### src/rtl/gpr_wb_arbiter.sv
// Writeback arbiter for three GPR writers (ALU, LSU, MDU) in front of the
// register file, with a per-register busy scoreboard and sticky error flag.
//
// Ports:
//   clk_i, rst_i             clock, async active-low reset
//   wb_valid_i/rd_i/data_i   per-requester writeback request (k = 0 ALU, 1 LSU, 2 MDU)
//   wb_ready_o               one-hot grant, combinational
//   issue_valid_i/rd_i       destination reservation from issue
//   Rd_o/Rd_data_o/Rd_wen_o  registered register-file write port
//   busy_o                   scoreboard of registers with a pending write
//   err_o                    sticky: write to a register that was not busy
module gpr_wb_arbiter #(
    parameter int DATA_W   = 32,
    parameter int ARB_MODE = 0
) (
    input  logic                clk_i,
    input  logic                rst_i,
    input  logic [2:0]          wb_valid_i,
    input  logic [14:0]         wb_rd_i,
    input  logic [3*DATA_W-1:0] wb_data_i,
    output logic [2:0]          wb_ready_o,
    input  logic                issue_valid_i,
    input  logic [4:0]          issue_rd_i,
    output logic [4:0]          Rd_o,
    output logic [DATA_W-1:0]   Rd_data_o,
    output logic                Rd_wen_o,
    output logic [31:0]         busy_o,
    output logic                err_o
);

    logic [1:0]        ptr_q, ptr_d;
    logic [4:0]        rd_q;
    logic [DATA_W-1:0] data_q;
    logic              wen_q;
    logic [31:0]       busy_q, busy_d;
    logic              err_q, err_d;

    logic [4:0]        rd_a   [3];
    logic [DATA_W-1:0] data_a [3];

    logic [2:0]        gnt;
    logic [1:0]        gidx;
    logic [1:0]        cand;
    logic              found;
    logic              acc;
    logic [4:0]        g_rd;
    logic [DATA_W-1:0] g_data;

    for (genvar k = 0; k < 3; k++) begin : g_unpack
        assign rd_a[k]   = wb_rd_i[5*k +: 5];
        assign data_a[k] = wb_data_i[DATA_W*k +: DATA_W];
    end

    // Pointer only ever holds 0..2; treat 3 like 2 so it wraps to 0.
    function automatic logic [1:0] nxt(input logic [1:0] p);
        return (p >= 2'd2) ? 2'd0 : p + 2'd1;
    endfunction

    always_comb begin
        gnt   = '0;
        gidx  = '0;
        cand  = ptr_q;
        found = 1'b0;
        if (ARB_MODE == 1) begin
            if (wb_valid_i[0]) begin
                gnt  = 3'b001;
                gidx = 2'd0;
            end else if (wb_valid_i[1]) begin
                gnt  = 3'b010;
                gidx = 2'd1;
            end else if (wb_valid_i[2]) begin
                gnt  = 3'b100;
                gidx = 2'd2;
            end
        end else begin
            // Search starts just after the last granted requester.
            for (int i = 0; i < 3; i++) begin
                cand = nxt(cand);
                if (!found && wb_valid_i[cand]) begin
                    found     = 1'b1;
                    gidx      = cand;
                    gnt[cand] = 1'b1;
                end
            end
        end
        if (!rst_i) begin
            gnt = '0;
        end
    end

    assign wb_ready_o = gnt;
    assign acc        = |gnt;
    assign g_rd       = rd_a[gidx];
    assign g_data     = data_a[gidx];
    assign ptr_d      = acc ? gidx : ptr_q;

    // A same-cycle issue to the register being retired must win.
    always_comb begin
        busy_d = busy_q;
        if (acc && g_rd != 5'd0) begin
            busy_d[g_rd] = 1'b0;
        end
        if (issue_valid_i && issue_rd_i != 5'd0) begin
            busy_d[issue_rd_i] = 1'b1;
        end
        busy_d[0] = 1'b0;
    end

    assign err_d = err_q | (acc && g_rd != 5'd0 && !busy_q[g_rd]);

    always_ff @(posedge clk_i or negedge rst_i) begin
        if (!rst_i) begin
            ptr_q  <= 2'd2;
            rd_q   <= '0;
            data_q <= '0;
            wen_q  <= 1'b0;
            busy_q <= '0;
            err_q  <= 1'b0;
        end else begin
            ptr_q  <= ptr_d;
            busy_q <= busy_d;
            err_q  <= err_d;
            wen_q  <= acc && g_rd != 5'd0;
            if (acc) begin
                rd_q   <= g_rd;
                data_q <= g_data;
            end
        end
    end

    assign Rd_o      = rd_q;
    assign Rd_data_o = data_q;
    assign Rd_wen_o  = wen_q;
    assign busy_o    = busy_q;
    assign err_o     = err_q;

endmodule

### config.mk
export PLATFORM = sky130hd
export DESIGN_NAME = gpr_wb_arbiter
export DESIGN_NICKNAME = d
export VERILOG_FILES = /design/src/rtl/gpr_wb_arbiter.sv
export SDC_FILE = /design/constraint.sdc
export NUM_CORES = 1
export LEC_CHECK = 0
export CORE_AREA = 2 2 135 124
export DETAILED_ROUTE_END_ITERATION = 12
export DIE_AREA = 0 0 137 126
export DONT_BUFFER_PORTS = 1
export PLACE_DENSITY = 0.42
export SKIP_CTS_REPAIR_TIMING = 1
export SLEW_MARGIN = 20
export SYNTH_ARGS = -nofsm -noshare
export SYNTH_HDL_FRONTEND = slang
export SYNTH_SLANG_ARGS = --single-unit
### constraint.sdc
create_clock -name clk_i -period 2.7 [get_ports clk_i]
set_input_delay 0.405 -clock clk_i [delete_from_list [all_inputs] [get_ports clk_i]]
set_output_delay 0.405 -clock clk_i [all_outputs]
set_load 0.02 [all_outputs]
After elaboration in Yosys (flattened, before gate mapping). Cells that the tools add are included.

$add $sub $neg: 3. Multipliers: 0. Div/mod/pow operators: 0. Order comparisons: 14. Eq/ne operators: 0. Shift-type cells: 0. Muxes and demuxes: 38. Bitwise operators: 7. Reduce and logical (&&, ||, !) cells: 16.

Operators with widths (count): 2-to-1 mux 32 bit (4); binary-select mux 32 bit (select 2 bit) (1); AND 32 bit (1); inverter 32 bit (1); bitwise OR 32 bit (1); < comparator 5 x 6 -> 1 bit, second input constant (2); 2-to-1 mux 2 bit (6); 2-to-1 mux 3 bit (4); 2-to-1 mux 1 bit (11); binary-select mux 5 bit (select 2 bit) (1); demux 1 bit (select 5 bit) (2); >= comparator 5 x 1 -> 1 bit, second input constant (2); logical AND 1 bit (10); 2-to-1 mux 5 bit (2); nonzero test 5 bit (2); < comparator 2 x 3 -> 1 bit, second input constant (3); adder 2 x 1 -> 2 bit, second input constant (3); binary-select mux 1 bit (select 2 bit) (3); demux 1 bit (select 2 bit) (3); >= comparator 2 x 1 -> 1 bit, second input constant (3); >= comparator 2 bit, second input constant (3); bitwise OR 3 bit (2); binary-select mux 1 bit (select 5 bit) (1); >= comparator 3 bit, second input constant (1); other kinds (4) (6).

Register bits: 72. Latch bits: 0. Bits in writable memories: 0. Memory bits (read-only): 0. Output and inout bits: 74. Logic and storage cells: 84. Memories: 0.

Depth between registers and ports, before layout.
Depth in word-level cells: 24. Mapped depth: 11.

Worst setup path before layout. No wires, ideal clock.

Path kind: reg-to-reg. Start: register ptr_q[1]. End: register err_q, in the netlist err_o. Arrival time: 2526 ps. Data required time: 2580 ps. Setup slack: 54 ps. Stages on the path, launching flop included: 10. Clock period less this slack: 2646 ps. Path through: dfstp_2 -> a21oi_2 -> o21ai_4 -> mux2_4 -> mux2i_4 -> clkbuf_1 -> mux2_2 -> o22ai_1 -> a31oi_1 -> a41o_1.

Cells in the longest elaborated chain, start to end: 20. Elaborated cells on any way between the ends: 57. Classes of those cells: add/sub: 3; order compare: 9; mux: 29; bitwise: 4; reduce/logical: 12.

RTL lines: start, declared (RTL line 31) `logic [1:0] ptr_q, ptr_d;`; start signal, assigned (RTL line 120) `ptr_q <= ptr_d;`; adder 2 x 1 -> 2 bit or >= comparator 2 bit (tied branches) (RTL line 56) `return (p >= 2'd2) ? 2'd0 : p + 2'd1;`; 2-to-1 mux 2 bit * (RTL line 56); branches (longest 16 deep; another with adder 2 x 1 -> 2 bit); logical AND 1 bit * (RTL line 109) `assign err_d = err_q | (acc && g_rd != 5'd0 && !busy_q[g_rd]);`; bitwise OR 1 bit * (RTL line 109); net err_d (RTL line 36) `logic err_q, err_d;`; end signal, assigned (RTL line 122) `err_q <= err_d;`; end, declared (RTL line 36).

Mark *: on every way through the listed nets, which the timed path passes. The select of a mux whose other input is x is not followed. A chain may end at the register's enable or synchronous reset.

Worst setup path in the final report. Same ends and word-level chain as after synthesis.

==> metrics.csv <==
stage;metric;value;unit
critical_path;crit_fanout;6;
sta;max_clock_freq;388;MHz
floorplanning;start_util;24.4;%
critical_path;r2r_end;err_o;
drt;post-route-drc-count;0;
pwr;p_sw;0.00232;W
logic_synthesis;synthAdderAreaFrac;0;%
sta;post-route-period-util;95.5;%
global_routing;grt_max_degree;75;
cts;clock-sinks;72;
layout;stdcell_area;0.00452;mm2
sta;worst_slew_pin_slew;529;ps
sta;setup_viol;0;
cts;cts_tree;yes;
layout;final_cell_mix;o21ai_0 (129), nand2_1 (76), dfrtp_1 (71);
worst_hold_path;worstHoldPathCells;2;
sta;finalMaxSlewViolations;0;
logic_synthesis;async_flop_share;100;%
layout;areaGrowthSynthToFinish;16.7;%
cts;cts_max_path_buffers;2;
pwr;power.leakage;2.01;nW
status;run_status;completed;
logic_synthesis;syn_nets;545;
logic_synthesis;synth-main-ff-cell;dfrtp_1;
sta;fin_skew;8.08;ps
floorplanning;fp.coreArea;0.0159;mm2
pwr;comb_power_share;25.2;%
placed_design;post_dp_cell_area;0.00414;mm2
sta;tns;0;ps
pwr;p_seq_share;51.4;%
critical_path;cp-end-kind;flip-flop;
logic_synthesis;syn_inst;423;
placed_design;gp_congestion;0.884;
critical_path;rrSetupSlack;120;ps
logic_synthesis;synth_edf_count;0;
cts;cts_buffers;9;
cts;path_clk_slew;60;ps
drt;finalWirelength;12400;um
placed_design;place_ws;64.7;ps
sta;slew_headroom;64.7;%
critical_path;setup.worst_path.start;ptr_q[1];
global_routing;grt_pass1_wl;18100;um
logic_synthesis;yosys.area_share.xor_xnor;0;%
drt;postRouteAntennaNets;0;
layout;fin_nets;552;
critical_path;start_kind;flip-flop;
global_routing;grt_pass1_vias;3223;
layout;final_common_cell;o21ai_0;
logic_synthesis;ys_seq_elements;72;
global_routing;antenna_found_initial;0;
floorplanning;rows;44;
cts;cts-root-buf;clkbuf_16;
sta;worst_slack;123;ps
pwr;intPower;0.00286;W
global_routing;grt_overflow;0;
logic_synthesis;synth_top_family_by_area;compound AO/OA/AOI/OAI gates;
layout;n_antenna_cell;0;
pwr;powerDensity;1150;mW/mm2
floorplanning;io_pins;196;
layout;final_core_util;28.5;%
placed_design;io_buffers;0;
logic_synthesis;synth_area;0.00387;mm2
sta;post-route-min-period;2580;ps
floorplanning;die_w;137;um
cts;htree_levels;3;
global_routing;grt_use_total;14.0;%
drt;firstDrtPassIters;5;
pwr;power_frac_clock;23.4;%
drt;drt-vias-per-instance;4.96;
logic_synthesis;synth.distinct_cells;38;
critical_path;crit_end;err_o;
critical_path;r2r-start;ptr_q[1];
run;maxCapViolCount;0;
sta;final_hold_viol_count;0;
floorplanning;die_area;0.0173;mm2
pwr;peakVddDrop;0.325;mV
logic_synthesis;muxShareOfSynthArea;15.8;%
critical_path;required;2980;ps
critical_path;r2r_cells;9;
cts;clock_latency;340;ps
layout;drive_above_1_share;13.1;%
logic_synthesis;synth_compound_area_share;21.2;%
pwr;switching_share;44.7;%
drt;wl_per_cell;19.4;um
placed_design;hpwlAfterDp;9290;um
drt;drtIter0Drc;102;
critical_path;critical_path_class;flip-flop to flip-flop;
sta;hold_ws;267;ps
logic_synthesis;synthSimpleGateAreaFrac;13.2;%
logic_synthesis;ys_warn_count;0;
sta;rsz0062_at_grt;no;
logic_synthesis;yosysSeqAreaShare;46.6;%
floorplanning;die_h;126;um
logic_synthesis;synth.avg_cell_area;9.15;um2
critical_path;critPathArrivalTime;2860;ps
drt;vias;3182;
worst_hold_path;hold_class;input port to flip-flop;
state kept, by name, summed over array words and instances, names as in the netlist:
name,count
Rd_data_o,32
ptr_q,2
Rd_o,5
Rd_wen_o,1
err_o,1
busy_o,31
metal layers:
metal / global-route usage, % / wire (um) / vias to the layer above
met5: 0 / 0 / -
met4: 4.67 / 142 / 0
met3: 6.68 / 1520 / 15
met2: 23.7 / 6070 / 154
met1: 15.3 / 4720 / 1495
li1: - / - / 1518
cell usage after synthesis, drive strengths merged, types with 4 or more instances:
cell,count,area [um2]
o21ai,130,662
nand2,78,295
dfrtp,71,1780
mux2i,44,465
clkbuf,16,60.1
nor2,12,45.0
buf,9,46.3
nand3,8,40.0
a21o,6,45.0
a21oi,6,37.5
nand3b,6,45.0
inv,4,15.0
mux2,4,52.6
mux4,4,93.8
nor2b,4,27.5
o22ai,4,25.0
per-stage QoR:
step	cells	total power [W]
2_1_floorplan	423	0.00348
3_3_place_gp	620	0.00396
3_5_place_dp	620	0.00397
4_1_cts	636	0.00522
5_1_grt	642	0.00558
6_report	642	0.00518
cells by family after synthesis:
kind of cell / Yosys count
AO/OA/AOI/OAI: 152
buffers and inverters: 29
flip-flops: 72
multiplexers: 52
other: 1
AND/OR/NAND/NOR: 117
power groups by stage:
stage,logic [W],clock network (W),registers [W]
2_1_floorplan,0.00100,0,0.00248
3_3_place_gp,0.00124,0,0.00272
3_5_place_dp,0.00126,0,0.00271
4_1_cts,0.00127,0.00126,0.00269
5_1_grt,0.00151,0.00131,0.00275
6_report,0.00131,0.00121,0.00266
critical path, cell delays in order, from the launching register on:
cell and delay (ps):
dfstp_2 590, nor2b_2 70, o21ai_4 220, mux2_4 340
mux2i_4 230, mux4_1 590, nand2_1 80, a21oi_1 50
a21bo_1 190, a41o_1 160
area by class of cell:
class	instances	area, um2
fillers	1685	11300
well taps	207	259
clock inverters	6	67.6
clock buffers	10	229
inverters	4	15.0
repair buffers	21	184
flip-flops and latches	72	1800
multi-input cells	322	1960
worst min-delay path by stage:
stage	startpoint	end	slack (ps)
final	rst_i	ptr_q[0]	270
after global routing	rst_i	ptr_q[0]	290
after CTS	rst_i	Rd_data_o[29]	-260
after detailed placement	rst_i	Rd_data_o[29]	110
after global placement	rst_i	Rd_data_o[31]	110
after floorplan	rst_i	Rd_data_o[0]	110
(Power assumes the default switching activity.)
